### src/rtl/serial_adder_core.sv
// -----------------------------------------------------------------------------
// serial_adder_core
//
// Bit-serial, LSB-first binary adder built around one registered carry
// flip-flop. Each accepted input bit produces a registered sum bit and carry.
// Bits framed by i_start are also packed into a WIDTH-bit word. The word is
// published on o_sum_word/o_carry_final with a one-cycle o_done pulse.
//
// Parameters:
//   WIDTH          operand word length in bits (2..64)
//
// Ports:
//   clk            system clock, rising edge
//   rst            asynchronous reset, active high
//   i_a, i_b       serial operand bits, LSB first
//   i_cin          carry-in for bit 0 of a word (used only with i_start=1)
//   i_start        current valid bit is bit 0 of a new word
//   i_valid_in     i_a/i_b/i_cin/i_start are meaningful this cycle
//   o_sum          registered sum bit of the last accepted bit
//   o_cout         registered carry of the last accepted bit
//   o_sum_word     packed result of the last completed word
//   o_carry_final  carry-out of the last completed word
//   o_done         one-cycle pulse: o_sum_word/o_carry_final just updated
//   o_busy         a word is in progress (bits 1..WIDTH-1 outstanding)
// -----------------------------------------------------------------------------
module serial_adder_core #(
  parameter int WIDTH = 8
) (
  input  logic             clk,
  input  logic             rst,
  input  logic             i_a,
  input  logic             i_b,
  input  logic             i_cin,
  input  logic             i_start,
  input  logic             i_valid_in,
  output logic             o_sum,
  output logic             o_cout,
  output logic [WIDTH-1:0] o_sum_word,
  output logic             o_carry_final,
  output logic             o_done,
  output logic             o_busy
);

  localparam int CW = $clog2(WIDTH);
  localparam logic [CW-1:0] LAST_IDX = CW'(WIDTH - 1);

  typedef enum logic {
    S_IDLE,
    S_BUSY
  } state_t;

  state_t r_state;
  state_t w_state_next;

  logic [CW-1:0]    r_count;
  logic [CW-1:0]    w_count_next;
  logic             r_carry;
  logic             r_sum;
  logic             r_cout;
  logic             r_done;
  logic             r_carry_final;
  logic [WIDTH-1:0] r_sum_word;
  // Holds the first WIDTH-1 sum bits of a word; the final bit is merged in
  // combinationally when the word completes.
  logic [WIDTH-2:0] r_shift;

  logic             w_c_in_eff;
  logic             w_sum_bit;
  logic             w_maj;
  logic             w_last_bit;
  logic             w_complete;
  logic [WIDTH-1:0] w_shift_next;

  // ---------------------------------------------------------------------------
  // Full-adder cell. A start bit reseeds the chain from i_cin instead of the
  // carry left over from whatever was accepted before.
  // ---------------------------------------------------------------------------
  assign w_c_in_eff = i_start ? i_cin : r_carry;
  assign w_sum_bit  = i_a ^ i_b ^ w_c_in_eff;
  assign w_maj      = (i_a & i_b) | (i_a & w_c_in_eff) | (i_b & w_c_in_eff);

  // The WIDTH-th bit completes the word only if it is not itself a restart.
  assign w_last_bit = (r_state == S_BUSY) && !i_start && (r_count == LAST_IDX);
  assign w_complete = i_valid_in && w_last_bit;

  // Right shift: newest bit enters at the MSB so bit 0 lands at index 0.
  assign w_shift_next = {w_sum_bit, r_shift};

  // ---------------------------------------------------------------------------
  // Word framing FSM: next-state and bit counter
  // ---------------------------------------------------------------------------
  always_comb begin
    // NOTE: every signal assigned here gets a default first so no path
    // leaves it unassigned, which would otherwise infer a latch.
    w_state_next = r_state;
    w_count_next = r_count;

    if (i_valid_in) begin
      if (i_start) begin
        w_state_next = S_BUSY;
        w_count_next = CW'(1);
      end else if (r_state == S_BUSY) begin
        if (w_last_bit) begin
          w_state_next = S_IDLE;
          w_count_next = '0;
        end else begin
          w_count_next = r_count + CW'(1);
        end
      end
    end
  end

  always_ff @(posedge clk or posedge rst) begin
    // NOTE: sequential state uses non-blocking assignments so every register
    // samples pre-edge values, independent of statement order.
    if (rst) begin
      r_state <= S_IDLE;
      r_count <= '0;
    end else begin
      r_state <= w_state_next;
      r_count <= w_count_next;
    end
  end

  // ---------------------------------------------------------------------------
  // Datapath registers. With valid_in low everything holds, and done drops.
  // ---------------------------------------------------------------------------
  always_ff @(posedge clk or posedge rst) begin
    if (rst) begin
      r_sum         <= 1'b0;
      r_cout        <= 1'b0;
      r_carry       <= 1'b0;
      r_shift       <= '0;
      r_sum_word    <= '0;
      r_carry_final <= 1'b0;
      r_done        <= 1'b0;
    end else begin
      r_done <= w_complete;
      if (i_valid_in) begin
        r_sum   <= w_sum_bit;
        r_cout  <= w_maj;
        r_carry <= w_maj;
        r_shift <= w_shift_next[WIDTH-1:1];
      end
      if (w_complete) begin
        r_sum_word    <= w_shift_next;
        r_carry_final <= w_maj;
      end
    end
  end

  assign o_sum         = r_sum;
  assign o_cout        = r_cout;
  assign o_sum_word    = r_sum_word;
  assign o_carry_final = r_carry_final;
  assign o_done        = r_done;
  assign o_busy        = (r_state == S_BUSY);

endmodule

### config.mk
export PLATFORM = sky130hd
export DESIGN_NAME = serial_adder_core
export DESIGN_NICKNAME = d
export VERILOG_FILES = /design/src/rtl/serial_adder_core.sv
export SDC_FILE = /design/constraint.sdc
export NUM_CORES = 1
export LEC_CHECK = 0
export ABC_AREA = 1
export CORE_AREA = 3 3 51 53
export CTS_CLUSTER_DIAMETER = 120
export DETAILED_ROUTE_END_ITERATION = 16
export DIE_AREA = 0 0 54 56
export PLACE_DENSITY = 0.7
export SLEW_MARGIN = 20
export SYNTH_ARGS = -nofsm -noshare
export SYNTH_HDL_FRONTEND = slang
export SYNTH_SLANG_ARGS = --single-unit
### constraint.sdc
create_clock -name clk -period 2.3 [get_ports clk]
set_input_delay 0.46 -clock clk [delete_from_list [all_inputs] [get_ports clk]]
set_output_delay 0.46 -clock clk [all_outputs]
set_load 0.01 [all_outputs]
### Word-level counts from Yosys, hierarchy flattened

Cells that the tools add are included.

* add/sub/neg operators: 1
* multiply operators: 0
* div/mod/pow operators: 0
* $lt $le $gt $ge: 0
* equality and inequality tests: 1
* shift-type cells: 0
* multiplexer cells: 7
* bitwise gates (word level): 7
* reductions and logical operators: 6

Operators by type and width (number)
* $mux W3: 3
* $mux W1: 4
* $add A3 B1 Y3 const B: 1
* $and A1 B1 Y1: 3
* $eq A3 B3 Y1 const B: 1
* $logic_and A1 B1 Y1: 3
* $or A1 B1 Y1: 2
* $reduce_and A2 Y1: 1
* $reduce_bool A2 Y1: 1
* $xor A1 B1 Y1: 2
* $logic_not A1 Y1: 1

* bits in registers: 23
* bits in latches: 0
* RAM bits: 0
* ROM bits: 0
* output and inout port bits: 13
* logic and storage cells: 30
* memories kept: 0

### Longest topological paths before layout

* depth after elaboration: 6
* mapped depth: 7
* mapped depth without buffers: 7

### Least setup slack after synthesis

OpenSTA, ideal clock, no wires.

* path kind: input -> register
* start: input port i_start
* end: register r_sum, in the netlist o_sum
* setup time: 0.128 ns
* data arrival time: 1.346 ns
* data required time: 2.172 ns
* setup slack: 0.826 ns
* stages on the path: 5
* path through: buf_6 o21ai_0 fa_1 nand2_1 o21ai_0

* longest elaborated chain between the ends: 2

RTL lines
* start: declaration: line 34 `input logic i_start,`
* $mux W1: line 78 `assign w_c_in_eff = i_start ? i_cin : r_carry;`
* $xor A1 B1 Y1: line 79 `assign w_sum_bit = i_a ^ i_b ^ w_c_in_eff;`
* net w_sum_bit: line 68 `logic w_sum_bit;`
* end signal: assignment: line 140 `r_sum <= w_sum_bit;`
* end: declaration: line 58 `logic r_sum;`

The timed path passes the listed nets, and every way through them passes these cells.
A chain may end at the register's enable or synchronous reset.

### Final worst setup path

* start: register r_state, in the netlist o_busy
* end: output port o_busy

RTL lines
* start: declaration: line 52 `state_t r_state;`
* start signal: assignment: line 120 `r_state <= w_state_next;`
* end: declaration: line 41 `output logic o_busy`

No word-level cell between the ends.

==> run summary <==
Cell Pwr Density: 848 nW/µm²
Rel. slew slack: 81.3%
Vias in the first global route: 799
Met1 Wirelength: 820 µm
Chip width: 54 µm
Min-delay worst type: input port to async pin
Core area: 2190 µm²
Inst Count DP: 152
Maximum clock path buffer count: 2
Worst EP required: 1840 ps
Routed wire length: 1.87 mm
Outcome: complete, no violations
DRT iter0 DRCs: 5
Actual slew at the worst max-slew pin: 280 ps
VDD IR max: 0.000507 V
Port Buffer Count: 19
H-tree Lvls: 1
Crit path time final: 1790 ps
Switch share: 27.2%
DRC viols: 0
Max Used Layer: met4
Vias: 740
Die H: 56 µm
Clock tree sinks: 22
Worst setup SP type: flop
CTS tree: done
Initial core utilization: 45.1%
Clk Latency, worst-skew pair: 310 ps
CTS resizes: 0
Clk pwr share: 27.5%
Met2 Routed Length: 945 µm
P_int: 0.779 mW
Largest cells by area after synthesis: dfrtp_1 (56%), nand2_1 (13%), nand3_1 (6.6%)
N_diodes: 0
Syn Nets: 115
Sequential share of power: 47.3%
Mapped Area: 988 µm²
# rows: 17
GR Overflow Total: 0
Synth cell types: 17
Area Growth Syn to Fin: 27.6%
WL/cell: 12.0 µm
Max stage delay on crit path: 570 ps
Cell count after synthesis: 105
Sum Neg Setup Slack: 0 ps
Sw Pwr: 0.291 mW
Critical Path AT: 1330 ps
YS warnings: 0
CTS buffer count: 3
CTS root buf: clkbuf_4
Die Area: 3020 µm²
Register area share after synthesis: 55.7%
Post-synth top area share: 55.7%
First drt pass iteration count: 4
Global-route wire length before repair: 3.27 mm
Fmax: 558 MHz
Clk pin slew, worst setup/hold paths: 130 ps
DRT antenna net count: 0
Seq cells post-synth: 22
Critical R2R Launch: o_cout$_DFFE_PP0P_
Critical path endpoint category: primary output
Cts hold-fix bufs: 0
Initial antenna violation count: 0
Clock Skew: 10.1 ps
Top Family by Delay on Critical Path: buffers and inverters
Max cap viols: 0
Routability-driven placement congestion ratio: 0.720
Top-Level Pins: 20
Share of post-route cells with drive strength above 1: 10.2%
DR vias/cell: 4.74
Post-CTS Setup Bufs: 0
Critical path class: flop to primary output
Fin cells: 156
Average size of a mapped cell: 9.41 µm²
Slew Limit Fails: 0
# setup viols final: 0
CP max-delay cell: clkdlybuf4s50_1
Synth area leader: dfrtp_1
Post-DP HPWL: 1.32 mm
Largest net degree at the start of global routing: 23
Combinational power share: 25.1%
Setup repair after global routing missed its margin: false
Final Cycle Share: 77.9%
Crit-path cells: clkdlybuf4s50_1
NumNets Final: 139
Leak: 0.640 nW
Critical path fanouts, max: 4
Final hold viol count: 0
Overall routing resource usage: 14.4%
Met3 routed WL: 90 µm
Setup crit start: o_busy$_DFFE_PP0P_
WP buf/inv: 1
## cell families (layout without fill, tap and decap cells)
kind of cell,count (synthesis),in the layout,share of synthesized area (%)
simple gates,55,55,26.8
flops,22,22,55.7
buf+inv,15,38,7.85
compound gates,10,10,5.06
fa+ha+maj,3,3,4.56
## cells in the final DEF (no fill, tap or decap)
cell type         n
clkbuf_4          3
nand2_4           1
fa_1              1
nor2_8            1
clkdlybuf4s50_1  19
dfrtp_1          22
a21oi_1           4
nand3_1          13
nor2_2            1
buf_4             3
nand2_8           1
o21ai_0           6
nor2_1            5
inv_1            10
bufinv_16         1
inv_2             1
ha_1              2
nand2_1          33
inv_6             1
## flip-flops by register name, summed over array words and instances, names as in the netlist
signal and flops:
o_carry_final 1, o_sum 1, o_busy 1, r_count 3, o_done 1, o_sum_word 8
r_shift 6, o_cout 1
## power groups by stage
| stage | Sequential, mW | Combinational [mW] | Clock [mW] |
|---|---|---|---|
| after floorplan | 0.533 | 0.111 | 0 |
| after global placement | 0.512 | 0.263 | 0 |
| after detailed placement | 0.515 | 0.270 | 0 |
| after CTS | 0.508 | 0.273 | 0.304 |
| after global routing | 0.517 | 0.298 | 0.315 |
| final | 0.506 | 0.269 | 0.294 |
## worst min-delay path: cells and delay by family
family | cells | cell delay, ps
buf+inv | 3 | 720
## layer usage
layer | vias to the layer above | track usage, %
met5 | - | 0
met4 | 0 | 5.34
met3 | 2 | 2.95
met2 | 15 | 24.6
met1 | 347 | 17.1
li1 | 376 | -
## worst paths after layout
| check | to | slack, ps | cells past startpoint |
|---|---|---|---|
| setup reg to reg | o_sum$_DFFE_PP0P_ | 940 | 5 |
| min in group clk | o_sum_word[6]$_DFFE_PP0P_ | 480 | 2 |
| setup / recovery | o_busy | 510 | 1 |
| max in group asynchronous | o_sum_word[6]$_DFFE_PP0P_ | 1600 | 3 |
| hold / removal | o_sum_word[7]$_DFFE_PP0P_ | 470 | 3 |
| hold reg to reg | o_sum_word[6]$_DFFE_PP0P_ | 480 | 2 |
## layout make-up
type / count / area [µm²]
Clock inverter: 1 / 30.0
Multi-Input combinational cell: 68 / 360
Inverter: 12 / 50.0
Timing Repair Buffer: 22 / 213
Fill cell: 205 / 930
Sequential cell: 22 / 551
Tap cell: 28 / 35.0
Clock buffer: 3 / 22.5
## stage by stage
stage                     instance area, µm²  setup WS, ps  hold slack, ps  util [%]  total power, mW
after detailed placement                1210           413             459      55.2            0.785
final                                   1260           509             472      57.6             1.07
after floorplan                          988           826             449         -            0.644
after global placement                  1210           484             453      55.2            0.775
after CTS                               1260           494             473      57.6             1.09
after global routing                    1260           455             515      57.6             1.13
## cell usage after synthesis
cell,instances
a21oi_1,4
buf_2,1
buf_6,2
dfrtp_1,22
fa_1,1
ha_1,2
inv_1,10
inv_2,1
inv_6,1
nand2_1,33
nand2_4,1
nand2_8,1
nand3_1,13
nor2_1,5
nor2_2,1
nor2_8,1
o21ai_0,6
No activity file was read; power rests on OpenSTA's default activity.
